### config.mk
export PLATFORM = sky130hd
export DESIGN_NAME = led_output_driver
export DESIGN_NICKNAME = d
export VERILOG_FILES = /design/src/rtl/led_output_driver_pkg.sv /design/src/rtl/led_output_driver_channel.sv /design/src/rtl/led_output_driver.sv
export SDC_FILE = /design/constraint.sdc
export NUM_CORES = 1
export LEC_CHECK = 0
export ABC_AREA = 1
export CAP_MARGIN = 15
export CORE_MARGIN = 3
export CORE_UTILIZATION = 40
export CTS_BUF_LIST = sky130_fd_sc_hd__clkbuf_16
export DETAILED_ROUTE_END_ITERATION = 8
export GPL_TIMING_DRIVEN = 1
export PLACE_DENSITY = 0.7
export SLEW_MARGIN = 20
export SYNTH_ARGS = -nofsm -noshare
export SYNTH_HDL_FRONTEND = slang
export SYNTH_SLANG_ARGS = --single-unit
### constraint.sdc
create_clock -name clk -period 2.5 [get_ports clk]
set_clock_uncertainty 0.05 [all_clocks]
set_input_delay 0.25 -clock clk [delete_from_list [all_inputs] [get_ports clk]]
set_output_delay 0.25 -clock clk [all_outputs]
set_load 0.005 [all_outputs]
### src/rtl/led_output_driver_pkg.sv
// Shared definitions for the LED output driver: mode encodings, FSM states,
// period field width and the effective-period helper.
package led_output_driver_pkg;

    localparam int PERIOD_W = 10;

    typedef enum logic [1:0] {
        LED_MODE_OFF     = 2'd0,
        LED_MODE_ON      = 2'd1,
        LED_MODE_BLINK   = 2'd2,
        LED_MODE_BREATHE = 2'd3
    } led_mode_e;

    typedef enum logic {
        ST_IDLE  = 1'b0,
        ST_APPLY = 1'b1
    } fsm_state_e;

    // A period of zero behaves as one tick so that blink/breathe always advance.
    function automatic logic [PERIOD_W-1:0] eff_period(input logic [PERIOD_W-1:0] period);
        logic [PERIOD_W-1:0] result;
        if (period == PERIOD_W'(0)) begin
            result = PERIOD_W'(1);
        end else begin
            result = period;
        end
        return result;
    endfunction

endpackage

### src/rtl/led_output_driver_channel.sv
// One LED channel: command registers, blink/breathe timing and PWM compare.
// Breathe ramp hardware exists only when LED_BREATHE_EN is defined.
module led_output_driver_channel
    import led_output_driver_pkg::*;
#(
    parameter int PWM_BITS = 8
) (
    input  logic                clk,
    input  logic                rst_n,
    input  logic                tick,
    input  logic [PWM_BITS-1:0] pwm_cnt,
    input  logic                wr,
    input  logic [1:0]          mode,
    input  logic [PWM_BITS-1:0] level,
    input  logic [PERIOD_W-1:0] period,
    output logic                lit
);

    led_mode_e           mode_r;
    logic [PWM_BITS-1:0] level_r;
    logic [PERIOD_W-1:0] period_r;
    logic                phase_r;
    logic [PERIOD_W-1:0] tick_cnt_r;
    logic                step_s;
    logic                timed_s;
    logic [PWM_BITS-1:0] duty_s;

    assign timed_s = (mode_r == LED_MODE_BLINK) || (mode_r == LED_MODE_BREATHE);
    assign step_s  = tick && timed_s && (tick_cnt_r == (eff_period(period_r) - PERIOD_W'(1)));

    // Channel configuration, written only by the APPLY strobe.
    always_ff @(posedge clk) begin
        if (!rst_n) begin
            mode_r   <= LED_MODE_OFF;
            level_r  <= '0;
            period_r <= '0;
        end else if (wr) begin
            mode_r   <= led_mode_e'(mode);
            level_r  <= level;
            period_r <= period;
        end
    end

    // Tick counter and blink phase; a fresh command restarts both in the on phase.
    always_ff @(posedge clk) begin
        if (!rst_n) begin
            tick_cnt_r <= '0;
            phase_r    <= 1'b0;
        end else if (wr) begin
            tick_cnt_r <= '0;
            phase_r    <= 1'b1;
        end else if (step_s) begin
            tick_cnt_r <= '0;
            phase_r    <= (mode_r == LED_MODE_BLINK) ? ~phase_r : phase_r;
        end else if (tick && timed_s) begin
            tick_cnt_r <= tick_cnt_r + PERIOD_W'(1);
        end
    end

`ifdef LED_BREATHE_EN
    logic [PWM_BITS-1:0] ramp_r;
    logic                dir_down_r;

    // Triangle ramp 0 -> level -> 0; direction flips on reaching either end.
    always_ff @(posedge clk) begin
        if (!rst_n) begin
            ramp_r     <= '0;
            dir_down_r <= 1'b0;
        end else if (wr) begin
            ramp_r     <= '0;
            dir_down_r <= 1'b0;
        end else if (step_s && (mode_r == LED_MODE_BREATHE)) begin
            if (!dir_down_r) begin
                if (ramp_r < level_r) begin
                    ramp_r     <= ramp_r + PWM_BITS'(1);
                    dir_down_r <= (ramp_r == (level_r - PWM_BITS'(1)));
                end
            end else if (ramp_r != PWM_BITS'(0)) begin
                ramp_r     <= ramp_r - PWM_BITS'(1);
                dir_down_r <= (ramp_r != PWM_BITS'(1));
            end
        end
    end
`endif

    // Duty selection by mode.
    always_comb begin
        duty_s = '0;
        case (mode_r)
            LED_MODE_OFF:   duty_s = '0;
            LED_MODE_ON:    duty_s = level_r;
            LED_MODE_BLINK: duty_s = phase_r ? level_r : '0;
`ifdef LED_BREATHE_EN
            LED_MODE_BREATHE: duty_s = ramp_r;
`else
            LED_MODE_BREATHE: duty_s = level_r;
`endif
            default:        duty_s = '0;
        endcase
    end

    assign lit = (duty_s > pwm_cnt);

endmodule

### src/rtl/led_output_driver.sv
// Command-driven active-low LED driver: accept FSM, tick prescaler, shared PWM
// counter and per-channel logic. Optional breathe mode: LED_BREATHE_EN.
module led_output_driver
    import led_output_driver_pkg::*;
#(
    parameter int NUM_LEDS = 6,
    parameter int CLK_HZ   = 27_000_000,
    parameter int TICK_HZ  = 1000,
    parameter int PWM_BITS = 8
) (
    input  logic                        clk,
    input  logic                        rst_n,
    input  logic                        cmd_valid,
    output logic                        cmd_ready,
    input  logic [$clog2(NUM_LEDS)-1:0] cmd_led,
    input  logic [1:0]                  cmd_mode,
    input  logic [PWM_BITS-1:0]         cmd_level,
    input  logic [PERIOD_W-1:0]         cmd_period,
    output logic [NUM_LEDS-1:0]         led_n
);

    localparam int LED_W = $clog2(NUM_LEDS);
    localparam int DIV   = CLK_HZ / TICK_HZ;
    localparam int PRE_W = (DIV > 1) ? $clog2(DIV) : 1;

    fsm_state_e          state_r;
    fsm_state_e          state_s;
    logic                accept_s;
    logic                cmd_ready_r;
    logic [LED_W-1:0]    cmd_led_r;
    logic [1:0]          cmd_mode_r;
    logic [PWM_BITS-1:0] cmd_level_r;
    logic [PERIOD_W-1:0] cmd_period_r;
    logic [PRE_W-1:0]    prescale_r;
    logic                tick_s;
    logic [PWM_BITS-1:0] pwm_cnt_r;
    logic [NUM_LEDS-1:0] wr_s;
    logic [NUM_LEDS-1:0] lit_s;
    logic [NUM_LEDS-1:0] led_n_r;

    // FSM state register.
    always_ff @(posedge clk) begin
        if (!rst_n) begin
            state_r <= ST_IDLE;
        end else begin
            state_r <= state_s;
        end
    end

    // Next state: one command accepted in IDLE, applied in the following cycle.
    always_comb begin
        state_s  = state_r;
        accept_s = 1'b0;
        case (state_r)
            ST_IDLE: begin
                if (cmd_valid && cmd_ready_r) begin
                    accept_s = 1'b1;
                    state_s  = ST_APPLY;
                end else begin
                    state_s  = ST_IDLE;
                end
            end
            ST_APPLY: state_s = ST_IDLE;
            default:  state_s = ST_IDLE;
        endcase
    end

    // Ready is registered and held low throughout reset.
    always_ff @(posedge clk) begin
        if (!rst_n) begin
            cmd_ready_r <= 1'b0;
        end else begin
            cmd_ready_r <= (state_s == ST_IDLE);
        end
    end

    // Command latch.
    always_ff @(posedge clk) begin
        if (!rst_n) begin
            cmd_led_r    <= '0;
            cmd_mode_r   <= 2'd0;
            cmd_level_r  <= '0;
            cmd_period_r <= '0;
        end else if (accept_s) begin
            cmd_led_r    <= cmd_led;
            cmd_mode_r   <= cmd_mode;
            cmd_level_r  <= cmd_level;
            cmd_period_r <= cmd_period;
        end
    end

    // Timebase prescaler; tick is high in the last count of each interval.
    always_ff @(posedge clk) begin
        if (!rst_n) begin
            prescale_r <= '0;
        end else if (tick_s) begin
            prescale_r <= '0;
        end else begin
            prescale_r <= prescale_r + PRE_W'(1);
        end
    end

    assign tick_s = (prescale_r == PRE_W'(DIV - 1));

    // Free-running PWM counter shared by all channels.
    always_ff @(posedge clk) begin
        if (!rst_n) begin
            pwm_cnt_r <= '0;
        end else begin
            pwm_cnt_r <= pwm_cnt_r + PWM_BITS'(1);
        end
    end

    // Out-of-range channel indices match no strobe and are dropped.
    for (genvar i = 0; i < NUM_LEDS; i++) begin : g_ch
        assign wr_s[i] = (state_r == ST_APPLY) && (cmd_led_r == LED_W'(i));

        led_output_driver_channel #(
            .PWM_BITS (PWM_BITS)
        ) u_channel (
            .clk     (clk),
            .rst_n   (rst_n),
            .tick    (tick_s),
            .pwm_cnt (pwm_cnt_r),
            .wr      (wr_s[i]),
            .mode    (cmd_mode_r),
            .level   (cmd_level_r),
            .period  (cmd_period_r),
            .lit     (lit_s[i])
        );
    end

    // Registered, inverted LED pins.
    always_ff @(posedge clk) begin
        if (!rst_n) begin
            led_n_r <= '1;
        end else begin
            led_n_r <= ~lit_s;
        end
    end

    assign cmd_ready = cmd_ready_r;
    assign led_n     = led_n_r;

endmodule

* Yosys cells after proc, flatten, opt, wreduce, memory -nomap -nowiden
Cells that the tools add are included.
Widths: inputs -> output; s select.
** Operators by class
- $lt $le $gt $ge :: 6
- Add/subtract/negate cells :: 14
- Mux-type cells :: 39
- Equal/unequal tests :: 30
- Bitwise logic cells :: 10
- Reductions and logical operators :: 69
** Operators with widths (number)
- $pmux 8 s3 :: 6
- $add 10x1->10 const B :: 6
- $eq 10x10->1 :: 6
- $logic_not 10->1 :: 6
- $mux 10 :: 6
- $sub 10x1->10 const B :: 6
- $gt 8x8->1 :: 6
- $mux 8 :: 6
- $eq 2x2->1 const B :: 12
- $reduce_bool 2->1 :: 12
- $mux 1 :: 20
- $logic_and 1x1->1 :: 19
- $reduce_or 3->1 :: 6
- $add 15x1->15 const B :: 1
- $eq 15x15->1 const B :: 1
- $reduce_or 2->1 :: 7
- $eq 2x1->1 const B :: 6
- $logic_not 2->1 :: 6
- $reduce_and 2->1 :: 6
- $not 1->1 :: 9
- $add 8x1->8 const B :: 1
- $eq 3x2->1 const B :: 2
- $eq 3x3->1 const B :: 2
- $logic_or 1x1->1 :: 6
- 4 further kinds :: 4
** Storage, ports and cells
- Register bits :: 240
- Input bits :: 26
- Output and inout bits :: 7

* Logic depth before layout (Yosys ltp)
Gate-level depths: netlist of the first run.
- Depth after elaboration :: 7
- Mapped depth :: 23
- Gate-level depth less buffers :: 23

* Cells and area by module
From an unflattened synthesis of the first run, not the netlist that was laid out.
** Unflattened totals
- Cells, all modules :: 1915
- Area, all modules :: 13334.0 um2
** By module, submodules not included
- led_output_driver_channel (g_ch[0].u_channel ...) :: seq. area each 620.6 um2, cells each 276, instances 4, area an instance 1876.8 um2
- led_output_driver :: seq. area each 1081.0 um2, cells each 283, instances 1, area an instance 2107.0 um2
- led_output_driver_channel (g_ch[1].u_channel) :: seq. area each 620.6 um2, cells each 273, instances 1, area an instance 1914.3 um2
- led_output_driver_channel (g_ch[2].u_channel) :: seq. area each 620.6 um2, cells each 255, instances 1, area an instance 1805.5 um2

* Least setup slack after synthesis of the first run
Ideal clock, no wire load.
- Path type :: reg2reg
- Start point :: reg g_ch[3].u_channel.period_r[8]
- End point :: reg g_ch[3].u_channel.tick_cnt_r[8]
- Stages on the path, launching flop included :: 21
- Slack :: 163 ps
- Clock period less this slack :: 2337 ps
- Data required time :: 2331 ps
- Arrival :: 2168 ps
- Cell sequence :: dfxtp_1 > or2_1 > nor2_1 > nand2_1 > nand2_1 > inv_1 > ha_1 > inv_1 > nand2_1 > nand2_1 > nand2_1 > nand2_1 > o21ai_0 > nor2_1 > nand3_1 > nor2_1 > nand3_1 > nor2_1 > nand2_1 > nand3_2 > nor3_1
** On the way
- Word-level cells in the longest chain between the ends :: 6
** Ends and longest elaborated chain
- start: declaration :: line led_output_driver_channel.sv:21 : logic [PERIOD_W-1:0] period_r;
- start signal: assignment :: line led_output_driver_channel.sv:40 : period_r <= period;
- $logic_not 10->1 :: line led_output_driver_pkg.sv:22 : if (period == PERIOD_W'(0)) begin
- $mux 10 (*) :: line led_output_driver_pkg.sv:22
- $sub 10x1->10 (*) :: line led_output_driver_channel.sv:29 : assign step_s = tick && timed_s && (tick_cnt_r == (eff_period(period_r) - PERIOD_W'(1)));
- $eq 10x10->1 (*) :: line led_output_driver_channel.sv:29
- $logic_and 1x1->1 (*) :: line led_output_driver_channel.sv:29
- $reduce_or 3->1 (no source line) (*)
- end signal: assignment :: line led_output_driver_channel.sv:56 : tick_cnt_r <= tick_cnt_r + PERIOD_W'(1);
- end: declaration :: line led_output_driver_channel.sv:23 : logic [PERIOD_W-1:0] tick_cnt_r;
Every way passes the cells marked *; elsewhere a longest branch is shown, timed or not.
A chain may end at the register's enable or synchronous reset.

* Worst setup path after layout of the first run
- Start point :: reg g_ch[4].u_channel.period_r[5]
- End point :: reg g_ch[4].u_channel.tick_cnt_r[7]
** On the way
- Word-level cells in the longest chain between the ends :: 6
** Ends and longest elaborated chain (line)
- start: declaration :: led_output_driver_channel.sv:21
- start signal: assignment :: led_output_driver_channel.sv:40
- $logic_not 10->1 :: led_output_driver_pkg.sv:22
- $mux 10 (*) :: led_output_driver_pkg.sv:22
- $sub 10x1->10 (*) :: led_output_driver_channel.sv:29
- $eq 10x10->1 (*) :: led_output_driver_channel.sv:29
- $logic_and 1x1->1 (*) :: led_output_driver_channel.sv:29
- $reduce_or 3->1 (no source line) (*)
- end signal: assignment :: led_output_driver_channel.sv:56
- end: declaration :: led_output_driver_channel.sv:23
Marked as above.

==> metrics.log, run 1 <==
INFO  metric tritoncts = built
INFO  metric hold_path_depth = 3
INFO  metric timing.critical_path.arrival = between 2000 and 3000 ps
INFO  metric netlist.area_leader.share = 0.3723
INFO  metric starting_density_of_the_core = 0.4069
INFO  metric core_region_area = 31720 um2
INFO  metric syn_area_per_cell = 7.103 um2
INFO  metric met1_length = 15520 um
INFO  metric antennaDiodeCount = 0
INFO  metric route.top_layer_used = met4
INFO  metric grt_antenna_before_repair = 0
INFO  metric design.die.area = 34460 um2
INFO  metric crit_fanout = 5
INFO  metric track_usage = 0.1896
INFO  metric worstPathRequired = 2880 ps
INFO  metric slew_headroom = 0.4768
INFO  metric number_of_buffers_inserted_during_clock_tree_synthesis = 27
INFO  metric wire_per_inst = about 15 um
INFO  metric yosys_warnings = 0
INFO  metric critical_path.max_stage_delay = between 300 and 400 ps
INFO  metric synth.cells.most_frequent = 274 x nand2_1, 248 x nor2_1, 241 x inv_1
INFO  metric power = roughly 8000 uW
INFO  metric post_synthesis_net_count = 1905
INFO  metric final_hold_viol_count = 0
INFO  metric worst_setup_hold_path_clk_slew = 60 ps
INFO  metric crit-reg2reg-capture = g_ch[4].u_channel.tick_cnt_r[7]
INFO  metric fp.dieW = 185.6 um
INFO  metric clock_power_share = 0.432
INFO  metric cts_max_path_buffers = 3
INFO  metric setup_repair_after_global_routing_missed_its_margin = yes
INFO  metric synthDominantAreaCellType = dfxtp_1
INFO  metric final_layout_size_suffix_gt1_frac = 0.1308
INFO  metric drt_drc_violations_left = 0
INFO  metric post-synth-top-count-cell = nand2_1
INFO  metric detailroute.wirelength.met3 = 1880 um
INFO  metric path_cells = nor2_2 > nand2_1 > inv_1 > nand3_2 > nand2_2 > inv_2 > ha_4 > xor2_1 > nor2_1 > nor3_2 > nand3_1 > nor2_1 > nand3_2 > o21ai_2 > or2_1 > buf_6 > nor2_1
INFO  metric worst_hold_path.endpoint = g_ch[1].u_channel.period_r[6]
INFO  metric min-delay-path-class = in -> reg
INFO  metric share_comb_of_total_power = 0.088
INFO  metric grt.overflow.total = 0
INFO  metric ys_seq_area_frac = 0.3723
INFO  metric post_synth_inst_count = 1817
INFO  metric routabilityCongestion = 0.8989
INFO  metric grt_pass1_wl = between 50000 and 60000 um
INFO  metric r2r.worst_path.cells = 17
INFO  metric detail_route.first_pass.iterations = 6
INFO  metric met2RoutedLength = 15570 um
INFO  metric timing_worst_slew_pin_value = 783.9 ps
INFO  metric asyncSetResetFlopFracSynth = 0
INFO  metric via_count = between 10k and 15k
INFO  metric clk-insertion-delay-late = roughly 530 ps
INFO  metric critical-path-slowest-cell = dfxtp_2
INFO  metric static-leakage-power = approximately 0.0064 uW
INFO  metric power.share.sequential = 0.480
INFO  metric floorplan.die.height = roughly 190 um
INFO  metric placed_area = around 14000 um2
INFO  metric number_of_enable_type_register_cells_in_the_synthesized_netlist = 0
INFO  metric worstSetupPathType = reg -> reg
INFO  metric crit-reg2reg-launch = g_ch[4].u_channel.period_r[5]
INFO  metric detail_route.vias_per_cell = 5.198
INFO  metric detail_route.wirelength = 33770 um
INFO  metric netlist_area = between 10000 and 15000 um2
INFO  metric max_cap_violations = 0
INFO  metric path_delay_family = simple AND/OR/NAND/NOR gates
INFO  metric clock_sink_count = 240
INFO  metric ios = 33
INFO  metric design_area = 15280 um2
INFO  metric grt_pass1_vias = around 11k
INFO  metric final_max_slew_viol_count = 0
INFO  metric power.ir.vdd_worst = 0.6282 mV
INFO  metric cts_hold_buf = 0
INFO  metric postSynthRegisterBits = 240
INFO  metric clockRootBuffer = clkbuf_16
INFO  metric finalSetupViolCount = 0
INFO  metric yosys-top-cells-area = dfxtp_1 37%, nand2_1 8.0%, nor2_1 7.2%
INFO  metric switching_share = 0.2436
INFO  metric area_growth_syn_to_layout = 18.37%
INFO  metric internal_power = around 6200 uW
INFO  metric ctsHtreeMaxLevel = 1
INFO  metric antenna_left = 0
INFO  metric regToRegSetupSlack = 60 ps
INFO  metric netlist-cell-type-count = 51
INFO  metric crit_path_end_kind = flip-flop
INFO  metric post-route-min-period = around 2400 ps
INFO  metric synth_flop_cell = dfxtp_1
INFO  metric final_min_period_over_clock_period = 0.9745
INFO  metric num_rows = 65
INFO  metric critical_path_buf_inv_count = 3
INFO  metric fmax = 410.5 MHz
INFO  metric finalCoreUtilization = 0.4817
INFO  metric nNetsFinal = 1988
INFO  metric dp_hpwl = 23500 um
INFO  metric cellPowerDensity = 539.0 nW/um2
INFO  metric holdCritStartpoint = rst_n
INFO  metric cp-start-kind = flip-flop
INFO  metric drtIter0Drc = approximately 850
INFO  metric run_status = finished, final reports clean
INFO  metric power_switching = 2006 uW
INFO  metric crit_top_cell = nor2_1
INFO  metric placement.io_buffers = 32
INFO  metric grt_max_degree = 60
==> state kept, by name, indices dropped and copies added, names as in the netlist <==
name	count
pwm_cnt_r	8
cmd_ready	1
g_ch.u_channel.phase_r	6
prescale_r	15
led_n	6
g_ch.u_channel.period_r	60
cmd_period_r	10
g_ch.u_channel.level_r	48
state_r	1
cmd_mode_r	2
g_ch.u_channel.tick_cnt_r	60
cmd_level_r	8
cmd_led_r	3
g_ch.u_channel.mode_r	12
==> per-stage QoR <==
| stage | setup WS, ps | std cells | hold WS, ps | TNS [ps] |
|---|---|---|---|---|
| 2_1_floorplan | 163.0 | 1817 | 310.3 | 0 |
| 3_3_place_gp | 26.91 | 2252 | 381.8 | 0 |
| 3_5_place_dp | 3.416 | 2252 | 393.4 | 0 |
| 4_1_cts | 7.082 | 2300 | 111.9 | 0 |
| 5_1_grt | -110.4 | 2321 | 152.8 | -2249 |
| 6_report | 63.82 | 2321 | 137.6 | 0 |
==> routing by layer <==
metal  global-route usage  up-vias
met2               0.3208      342
li1                     -     6123
met4              0.04707        0
met3              0.02326       63
met1               0.2585     5537
met5                    0        -
==> area by class of cell <==
type,instances,area (um2)
clock inverters,21,112.6
well taps,402,503.0
fillers,3083,16440
clock buffers,27,675.6
inverters,252,945.9
multi-input cells,1282,7355
repair buffers,97,862.1
flip-flops and latches,240,4823
==> worst register-to-register path: cells and delay by family (launching register included) <==
kind / cells / cell delay [ps]
and+or+nand+nor: 11 / 1190
DFF: 1 / 330
buffers and inverters: 3 / 260
xor gates and xnor gates: 1 / 180
adders and majority gates: 1 / 170
AOI/OAI and AO/OA: 1 / 160
==> worst max-delay path by stage <==
stage                                       start                              end  depth (start not counted)
finish              g_ch[4].u_channel.period_r[5]  g_ch[4].u_channel.tick_cnt_r[7]                         17
global route        g_ch[3].u_channel.period_r[4]  g_ch[3].u_channel.tick_cnt_r[4]                         21
CTS                 g_ch[3].u_channel.period_r[2]  g_ch[3].u_channel.tick_cnt_r[4]                         21
detailed placement  g_ch[3].u_channel.period_r[2]  g_ch[3].u_channel.tick_cnt_r[4]                         21
global placement    g_ch[3].u_channel.period_r[2]  g_ch[3].u_channel.tick_cnt_r[8]                         21
floorplan           g_ch[3].u_channel.period_r[8]  g_ch[3].u_channel.tick_cnt_r[8]                         20
==> timing repair <==
item | CTS | global route
gates resized for setup | 0 | 117
endpoints found under the setup margin | 0 | 66
buffers inserted | 0 | 17
==> logic make-up (layout without fill, tap and decap cells) <==
| family | after synthesis | count (layout) | share of synthesized area |
|---|---|---|---|
| AND/OR/NAND/NOR | 773 | 777 | 0.2764 |
| flip-flops | 240 | 240 | 0.3723 |
| adder cells (fa/ha/maj) | 62 | 62 | 0.06011 |
| buffers and inverters | 299 | 397 | 0.08725 |
| AO/OA/AOI/OAI | 370 | 370 | 0.1510 |
| multiplexers | 1 | 1 | 0.0007756 |
| XOR/XNOR | 72 | 72 | 0.05216 |
==> power by group through the flow <==
stage | combinational, uW | sequential [uW] | clock (uW)
2_1_floorplan | 442 | 4010 | 0
3_3_place_gp | 652 | 4030 | 0
3_5_place_dp | 660 | 4030 | 0
4_1_cts | 666 | 3950 | 3620
5_1_grt | 814 | 3960 | 3760
6_report | 724 | 3960 | 3550
==> cells in the final DEF, fill, tap and decap left out, types with 8 or more instances in the layout <==
cell	n
nand4_1	34
nor2_4	8
nand3_4	8
clkbuf_16	27
nor3b_1	9
xnor2_1	15
nor2_2	29
a21oi_1	173
nor3_2	14
nand2_2	20
nor3_1	20
inv_1	237
a22o_1	12
nor4_1	9
xor2_1	53
dfxtp_2	15
o21ai_0	154
nand2_1	258
buf_4	58
nor2_1	222
nand3_1	106
dfxtp_1	225
nand3_2	10
ha_1	55
clkdlybuf4s50_1	31
clkinv_1	13
inv_2	19
Note: power is estimated with default switching activity, not from simulation.
==> run 2, diff against run 1 <==
REMOVE_ABC_BUFFERS = 1   (was not set)
SYNTH_HIERARCHICAL = 1   (was not set)
==> run 2 against run 1 <==
Compared with the run above:
- the run now ends with negative setup slack left
- worst setup slack worse by 160 ps
- routed wire length is 2.0% higher
- hold slack worse by 79 ps
- maximum frequency is 6.0% lower
- first-iteration DRC count is 11% lower
- clock-buffer cell count stayed put
- register-to-register slack worse by 160 ps
- die area is 3.2% higher
==> metrics.log, run 2 <==
INFO  metric run_status = finished with violations
INFO  metric violated_checks = negative setup slack
INFO  metric dp_worst_setup_slack = -128.3 ps (-131.7 ps)
INFO  metric asyncSetResetFlopFracSynth = 0 (unchanged)
INFO  metric switching_share = 0.2400 (-0.003626)
INFO  metric synth_flop_cell = dfxtp_1
INFO  metric grt_pass1_wl = 56680 um (+4.6%)
INFO  metric detail_route.first_pass.iterations = 5 (-1)
INFO  metric yosys-top-cells-area = dfxtp_1 36%, nand2_1 10%, nor2_1 7.7%
INFO  metric final_min_period_over_clock_period = 1.037 (+0.06250)
INFO  metric setup_repair_after_global_routing_missed_its_margin = yes
INFO  metric syn_area_per_cell = 6.963 um2 (-2.0%)
INFO  metric regArea = 4817 um2 (-0.13%)
INFO  metric netlist_area = 13330 um2 (+3.3%)
INFO  metric antennaDiodeCount = 0 (unchanged)
INFO  metric crit_path_end_kind = flip-flop
INFO  metric starting_density_of_the_core = 0.4078 (+0.0008484)
INFO  metric detail_route.wirelength = 34450 um (+2.0%)
INFO  metric grt_pass1_vias = 11.74k (+4.6%)
INFO  metric placed_area = 14700 um2 (+5.4%)
INFO  metric synth.cells.most_frequent = 370 x nand2_1, 273 x nor2_1, 262 x inv_1
INFO  metric cts_max_path_buffers = 3 (unchanged)
INFO  metric worstSetupPathType = reg -> reg
INFO  metric yosys_warnings = 6 (+6)
INFO  metric post_synth_inst_count = 1915 (+5.4%)
INFO  metric final_critical_path_setup_slack = -92.42 ps (-156.2 ps)
INFO  metric post-synth-top-count-cell = nand2_1
INFO  metric power.ir.vdd_worst = 0.5449 mV (-13%)
INFO  metric grt_antenna_before_repair = 0 (unchanged)
INFO  metric finalSetupViolCount = 33 (+33)
INFO  metric timing.critical_path.arrival = 2970 ps (+160 ps)
INFO  metric fp.dieW = 188.6 um (+1.6%)
INFO  metric final_layout_size_suffix_gt1_frac = 0.1488 (+0.01804)
INFO  metric netlist.area_leader.share = 0.3603 (-0.01195)
INFO  metric timing_worst_slew_pin_value = 667.9 ps (-116.0 ps)
INFO  metric share_comb_of_total_power = 0.084 (-0.004)
INFO  metric timing.hold.ws = 58.41 ps (-79.16 ps)
INFO  metric detail_route.vias_per_cell = 4.990 (-4.0%)
INFO  metric worstPathRequired = 2880 ps (about the same)
INFO  metric finalCoreUtilization = 0.4897 (+0.008089)
INFO  metric design.die.area = 35560 um2 (+3.2%)
INFO  metric postSynthRegisterBits = 240 (unchanged)
INFO  metric num_rows = 66 (+1.5%)
INFO  metric most-common-layout-cells = 361 x nand2_1, 259 x inv_1, 255 x nor2_1
INFO  metric number_of_enable_type_register_cells_in_the_synthesized_netlist = 0 (unchanged)
INFO  metric layout.cells.most_common = nand2_1
INFO  metric routabilityCongestion = 0.9176 (+2.1%)
INFO  metric multi_input_area = 7599 um2 (+3.3%)
INFO  metric crit_fanout = 5 (unchanged)
INFO  metric timing.setup.tns = -1585 ps (-1585 ps)
INFO  metric grt_max_degree = 95 (+58%)
INFO  metric design_area = 16020 um2 (+4.8%)
INFO  metric grtUsageMet1 = 0.2506 (-0.007919)
INFO  metric track_usage = 0.1893 (-0.0002756)
INFO  metric ys_seq_area_frac = 0.3603 (-0.01195)
INFO  metric tritoncts = built
INFO  metric cp-start-kind = flip-flop
INFO  metric cts_hold_buf = 0 (unchanged)
INFO  metric area_growth_syn_to_layout = 20.11%
INFO  metric post-route-min-period = 2592 ps (+156.2 ps)
INFO  metric clock_sink_count = 240 (unchanged)
INFO  metric ctsHtreeMaxLevel = 1 (unchanged)
INFO  metric drt_drc_violations_left = 0 (unchanged)
INFO  metric netlist-cell-type-count = 40 (-22%)
INFO  metric nNetsFinal = 2125 (+6.9%)
INFO  metric placement.io_buffers = 32 (unchanged)
INFO  metric dp_hpwl = 24320 um (+3.5%)
INFO  metric ios = 33 (unchanged)
INFO  metric power.share.sequential = 0.448 (-0.032)
INFO  metric floorplan.die.height = 188.6 um (+1.6%)
INFO  metric grt.overflow.total = 0 (unchanged)
INFO  metric regs_by_ff_count = g_ch.u_channel/period_r x60, g_ch.u_channel/tick_cnt_r x60, g_ch.u_channel/level_r x48
INFO  metric static-leakage-power = 0.006892 uW (+7.4%)
INFO  metric worst_setup_hold_path_clk_slew = 70 ps (about the same)
INFO  metric cellPowerDensity = 555.1 nW/um2 (+3.0%)
INFO  metric core_region_area = 32700 um2 (+3.1%)
INFO  metric min-delay-path-class = in -> reg
INFO  metric clk-insertion-delay-late = 540 ps (about the same)
INFO  metric grt_most_used_layer = met2
INFO  metric slew_headroom = 0.5513 (+0.07449)
INFO  metric fmax = 385.7 MHz (-6.0%)
INFO  metric drtIter0Drc = 757 (-11%)
INFO  metric regToRegSetupSlack = -90 ps (-160 ps)
INFO  metric via_count = 12.47k (+3.3%)
INFO  metric antenna_left = 0 (unchanged)
INFO  metric final_hold_viol_count = 0 (unchanged)
INFO  metric met3_capacity_usage_during_global_routing = 0.02549 (+0.002233)
INFO  metric final_max_slew_viol_count = 0 (unchanged)
INFO  metric fillers = 3195 (+3.6%)
INFO  metric internal_power = 6757 uW (+8.5%)
INFO  metric grt_use_met2 = 0.3219 (+0.001126)
INFO  metric synthDominantAreaCellType = dfxtp_1
INFO  metric wire_per_inst = 13.79 um (-5.2%)
INFO  metric number_of_buffers_inserted_during_clock_tree_synthesis = 27 (unchanged)
INFO  metric power_switching = 2134 uW (+6.4%)
INFO  metric max_cap_violations = 0 (unchanged)
INFO  metric clockRootBuffer = clkbuf_16
INFO  metric clock_power_share = 0.468 (+0.036)
[run 2: changes by cell type in the layout (fill, tap and decap cells not counted), sizes merged, moves of 12 or more]
| cell | before | now |
|---|---|---|
| nand2 | 279 | 396 |
| nor4 | 15 | 0 |
| inv | 257 | 276 |
| a21oi | 178 | 148 |
| a22o | 12 | 0 |
| buf | 66 | 94 |
| o21ai | 161 | 148 |
| nor2 | 260 | 310 |
[run 2: path summary, 6_finish.rpt]
check,from,end,cells past startpoint
worst max-delay path,prescale_r[1],g_ch[4].u_channel/tick_cnt_r[6],20
worst min-delay path,rst_n,g_ch[4].u_channel/phase_r,3
worst max register to register,prescale_r[1],g_ch[4].u_channel/tick_cnt_r[6],20
worst min register to register,g_ch[5].u_channel/level_r[7],g_ch[5].u_channel/level_r[7],2
[run 2: critical path, stage by stage, from the launching register on]
cell,delay (ps)
dfxtp_2,360
ha_4,140
nand2_2,40
inv_2,50
nand4_1,90
nor3_2,210
buf_4,190
buf_12,150
nand2_4,60
inv_2,60
nand2_1,40
nor2_1,80
nand3_1,90
nor2_2,130
nand3_1,80
nor2_1,110
nand3_1,90
nor2_2,150
nand2_2,110
nand3_4,120
nor2_1,60
[run 2: power by group through the flow]
stage	Clock [uW]	Sequential (uW)	Combinational, uW
after floorplan	0	4020	468
after global placement	0	4060	701
after detailed placement	0	4070	716
after CTS	4260	3980	727
after global routing	4420	3990	846
final	4160	3990	747
[run 2: layer usage]
layer / routed length (um) / part of all wire
met1: 15700 / 0.46
met2: 15970 / 0.46
met3: 1739 / 0.050
met4: 1039 / 0.030
met5: 0 / 0
[run 2: metrics by stage]
stage | power, uW | std cells
final | 8891 | 2498
after floorplan | 4489 | 1878
after detailed placement | 4781 | 2435
after global routing | 9260 | 2498
after global placement | 4766 | 2435
after CTS | 8968 | 2487
[run 2: area by class of cell]
type,instances,share of cell area
sequential,240,0.3008
multi-input combinational,1364,0.4745
timing repair buffer,125,0.06656
tap,442,0.03453
clock inverter,22,0.01586
inverter,278,0.06562
clock buffer,27,0.04219
[run 2: cells by family after synthesis]
| group | synth area share |
|---|---|
| and+or+nand+nor | 0.3229 |
| buffers and inverters | 0.08999 |
| AOI/OAI and AO/OA | 0.1176 |
| DFF | 0.3603 |
| xor gates and xnor gates | 0.05011 |
| adders and majority gates | 0.05912 |
[run 2: timing repair]
| item | CTS | global route |
|---|---|---|
| setup endpoints to repair | 45 | 66 |
| hold endpoints to repair | 0 | 0 |
| buffers inserted | 1 | 9 |
| resized for setup | 10 | 64 |
| cloned | 2 | 2 |
| pin swaps | 2 | 35 |
==> run 3, diff against run 2 <==
REMOVE_ABC_BUFFERS = not set   (was 1)
==> run 3 against run 2 <==
Compared with the run above:
- the flow now finishes without violations
- combinational power rose by 1%
- largest power group unchanged
- routed wire length fell by 0.92%
- maximum frequency rose by 4.1%
==> metrics.log, run 3 (synthesis gave the netlist of run 2 again) <==
INFO  metric track_usage = 0.1844 (-0.004873)
INFO  metric floorplan.die.height = 188.6 um (unchanged)
INFO  metric fillers = 3258 (+2.0%)
INFO  metric nNetsFinal = 2114 (-0.52%)
INFO  metric design.die.area = 35560 um2 (unchanged)
INFO  metric hold_path_depth = 3 (unchanged)
INFO  metric detail_route.wirelength = 34130 um (-0.92%)
INFO  metric worst_setup_hold_path_clk_slew = 60 ps (about the same)
INFO  metric crit_fanout = 7 (+2)
INFO  metric max_cap_violations = 0 (unchanged)
INFO  metric detail_route.first_pass.iterations = 5 (unchanged)
INFO  metric detail_route.vias_per_cell = 4.952 (-0.76%)
INFO  metric timing_worst_slew_pin_value = 641.2 ps (-26.69 ps)
INFO  metric worstSetupPathType = reg -> reg
INFO  metric clock_sink_count = 240 (unchanged)
INFO  metric wire_per_inst = 13.72 um (-0.52%)
INFO  metric r2r.worst_path.cells = 20 (unchanged)
INFO  metric layout.cells.most_common = nand2_1
INFO  metric grt.overflow.total = 0 (unchanged)
INFO  metric instances_no_fill = 2488 (-0.40%)
INFO  metric grt_max_degree = 127 (+34%)
INFO  metric slew_headroom = 0.5719 (+0.02063)
INFO  metric grt_pass1_wl = 54930 um (-3.1%)
INFO  metric regs_by_ff_count = g_ch.u_channel/period_r x60, g_ch.u_channel/tick_cnt_r x60, g_ch.u_channel/level_r x48
INFO  metric final_max_slew_viol_count = 0 (unchanged)
INFO  metric timing.critical_path.arrival = 2900 ps (-70 ps)
INFO  metric drtIter0Drc = 737 (-2.6%)
INFO  metric number_of_buffers_inserted_during_clock_tree_synthesis = 27 (unchanged)
INFO  metric fp.dieW = 188.6 um (unchanged)
INFO  metric dp_hpwl = 23270 um (-4.3%)
INFO  metric antenna_left = 0 (unchanged)
INFO  metric run_status = finished, final reports clean
INFO  metric multi_input_area = 7705 um2 (+1.4%)
INFO  metric path_cells = ha_4 > nand2_2 > inv_2 > nand4_1 > nor3_2 > buf_12 > buf_4 > nand2_4 > inv_2 > nand2_1 > nor2_2 > nand3_2 > nor2_2 > nand3_2 > nor2_4 > nand4_4 > o21ai_2 > nand3_1 > nand2_1 > inv_1
INFO  metric timing.setup.tns = 0 ps (+1585 ps)
INFO  metric via_count = 12.32k (-1.2%)
INFO  metric final_critical_path_setup_slack = 10.87 ps (+103.3 ps)
INFO  metric post-route-min-period = 2489 ps (-103.3 ps)
INFO  metric fmax = 401.7 MHz (+4.1%)
INFO  metric final_layout_size_suffix_gt1_frac = 0.1554 (+0.006593)
INFO  metric static-leakage-power = 0.006805 uW (-1.3%)
INFO  metric core_region_area = 32700 um2 (unchanged)
INFO  metric placement.io_buffers = 32 (unchanged)
INFO  metric crit-reg2reg-launch = prescale_r[0]
INFO  metric cts_max_path_buffers = 3 (unchanged)
INFO  metric dpl.cell_count = 2418 (-0.70%)
INFO  metric design_area = 15980 um2 (-0.20%)
INFO  metric post_synthesis_net_count = 2004
INFO  metric most-common-layout-cells = 360 x nand2_1, 261 x inv_1, 237 x nor2_1
INFO  metric finalSetupViolCount = 0 (-100%)
INFO  metric placed_area = 14570 um2 (-0.83%)
INFO  metric drt_drc_violations_left = 0 (unchanged)
INFO  metric final_min_period_over_clock_period = 0.9957 (-0.04132)
INFO  metric tritoncts = built
INFO  metric holdCritStartpoint = cmd_mode[1]
INFO  metric regArea = 4826 um2 (+0.18%)
INFO  metric critical_path.max_stage_delay = 350 ps (about the same)
INFO  metric grt_antenna_before_repair = 0 (unchanged)
INFO  metric setup_repair_after_global_routing_missed_its_margin = yes
INFO  metric power = 8765 uW (-1.4%)
INFO  metric cellPowerDensity = 548.4 nW/um2 (-1.2%)
INFO  metric crit_path_end_kind = flip-flop
INFO  metric min-delay-path-class = in -> reg
INFO  metric ios = 33 (unchanged)
INFO  metric worst_hold_path.endpoint = cmd_mode_r[1]
INFO  metric critical-path-slowest-cell = dfxtp_2
INFO  metric worstPathRequired = 2910 ps (+30 ps)
INFO  metric starting_density_of_the_core = 0.4078 (unchanged)
INFO  metric clk-insertion-delay-late = 560 ps (+20 ps)
INFO  metric cp-start-kind = flip-flop
INFO  metric ctsHtreeMaxLevel = 1 (unchanged)
INFO  metric regToRegSetupSlack = 10 ps (+100 ps)
INFO  metric routabilityCongestion = 0.8769 (-4.4%)
INFO  metric area_growth_syn_to_layout = 19.86%
INFO  metric grt_pass1_vias = 11.40k (-2.9%)
INFO  metric crit-reg2reg-capture = g_ch[1].u_channel/phase_r
INFO  metric clockRootBuffer = clkbuf_16
INFO  metric num_rows = 66 (unchanged)
INFO  metric final_hold_viol_count = 0 (unchanged)
INFO  metric antennaDiodeCount = 0 (unchanged)
INFO  metric power.ir.vdd_worst = 0.4204 mV (-23%)
INFO  metric dp_worst_setup_slack = -31.41 ps (+96.86 ps)
## run 3: cell count changes in the layout (fill, tap and decap cells not counted), moves of 2 or more
cell and change:
clkinv_2 +2, dfxtp_2 +4, nor2_2 +16, nand2_4 -2, buf_4 -13, nand2_2 +2
ha_4 +2, dfxtp_1 -5, bufinv_16 -2, nor2_1 -18, nor2_4 +2, inv_1 +2
## run 3: what timing repair did
item,4_1_cts,5_1_grt
hold buffers,1,0
endpoints found under the hold margin,1,0
setup buffers,4,9
gates cloned,1,5
pin swaps,11,39
resized for setup,15,88
endpoints found under the setup margin,20,66
## run 3: metrics by stage
step	util	hold WS, ps
5_1_grt	0.4888	174.7
4_1_cts	0.4760	169.4
6_report	0.4888	187.9
3_3_place_gp	0.4457	395.2
2_1_floorplan	-	310.2
3_5_place_dp	0.4457	398.4
## run 3: metal layers
layer  vias to the layer above  track usage  wire length (um)
li1                       6379            -                 -
met1                      5649       0.2340             15190
met2                       218       0.3226             16530
met3                        75      0.02530              1377
met4                         0      0.06187              1043
met5                         -            0                 0
## run 3: critical path: cells and delay by family, from the launching register on
kind | cells | cell delay (ps)
AO/OA/AOI/OAI | 1 | 160
adder cells (fa/ha/maj) | 1 | 140
buffers and inverters | 5 | 500
flip-flops | 1 | 350
AND/OR/NAND/NOR | 13 | 1200
## run 3: area by class of cell
type	instances	area share
Inverter	278	0.06592
Clock inverter	23	0.01323
Multi-Input combinational cell	1366	0.4821
Clock buffer	27	0.04227
Sequential cell	240	0.3019
Tap cell	442	0.03460
Timing Repair Buffer	112	0.05997
## run 3: power by group
part | internal [uW] | switching (uW) | leakage [uW]
Clock | 2370 | 1650 | 0.000444
Combinational | 302 | 454 | 0.00441
Sequential | 3890 | 103 | 0.00195
Total | 6560 | 2210 | 0.00680
## run 3: worst max-delay path by stage
stage	startpoint	end	slack, ps	depth (start not counted)
CTS	prescale_r[1]	g_ch[1].u_channel/phase_r	-10	20
floorplan	prescale_r[0]	g_ch[4].u_channel/tick_cnt_r[2]	130	18
detailed placement	prescale_r[0]	g_ch[0].u_channel/tick_cnt_r[5]	-30	19
global placement	prescale_r[0]	g_ch[0].u_channel/tick_cnt_r[5]	50	19
global route	g_ch[3].u_channel/period_r[7]	g_ch[3].u_channel/tick_cnt_r[5]	-170	17
finish	prescale_r[0]	g_ch[1].u_channel/phase_r	10	20
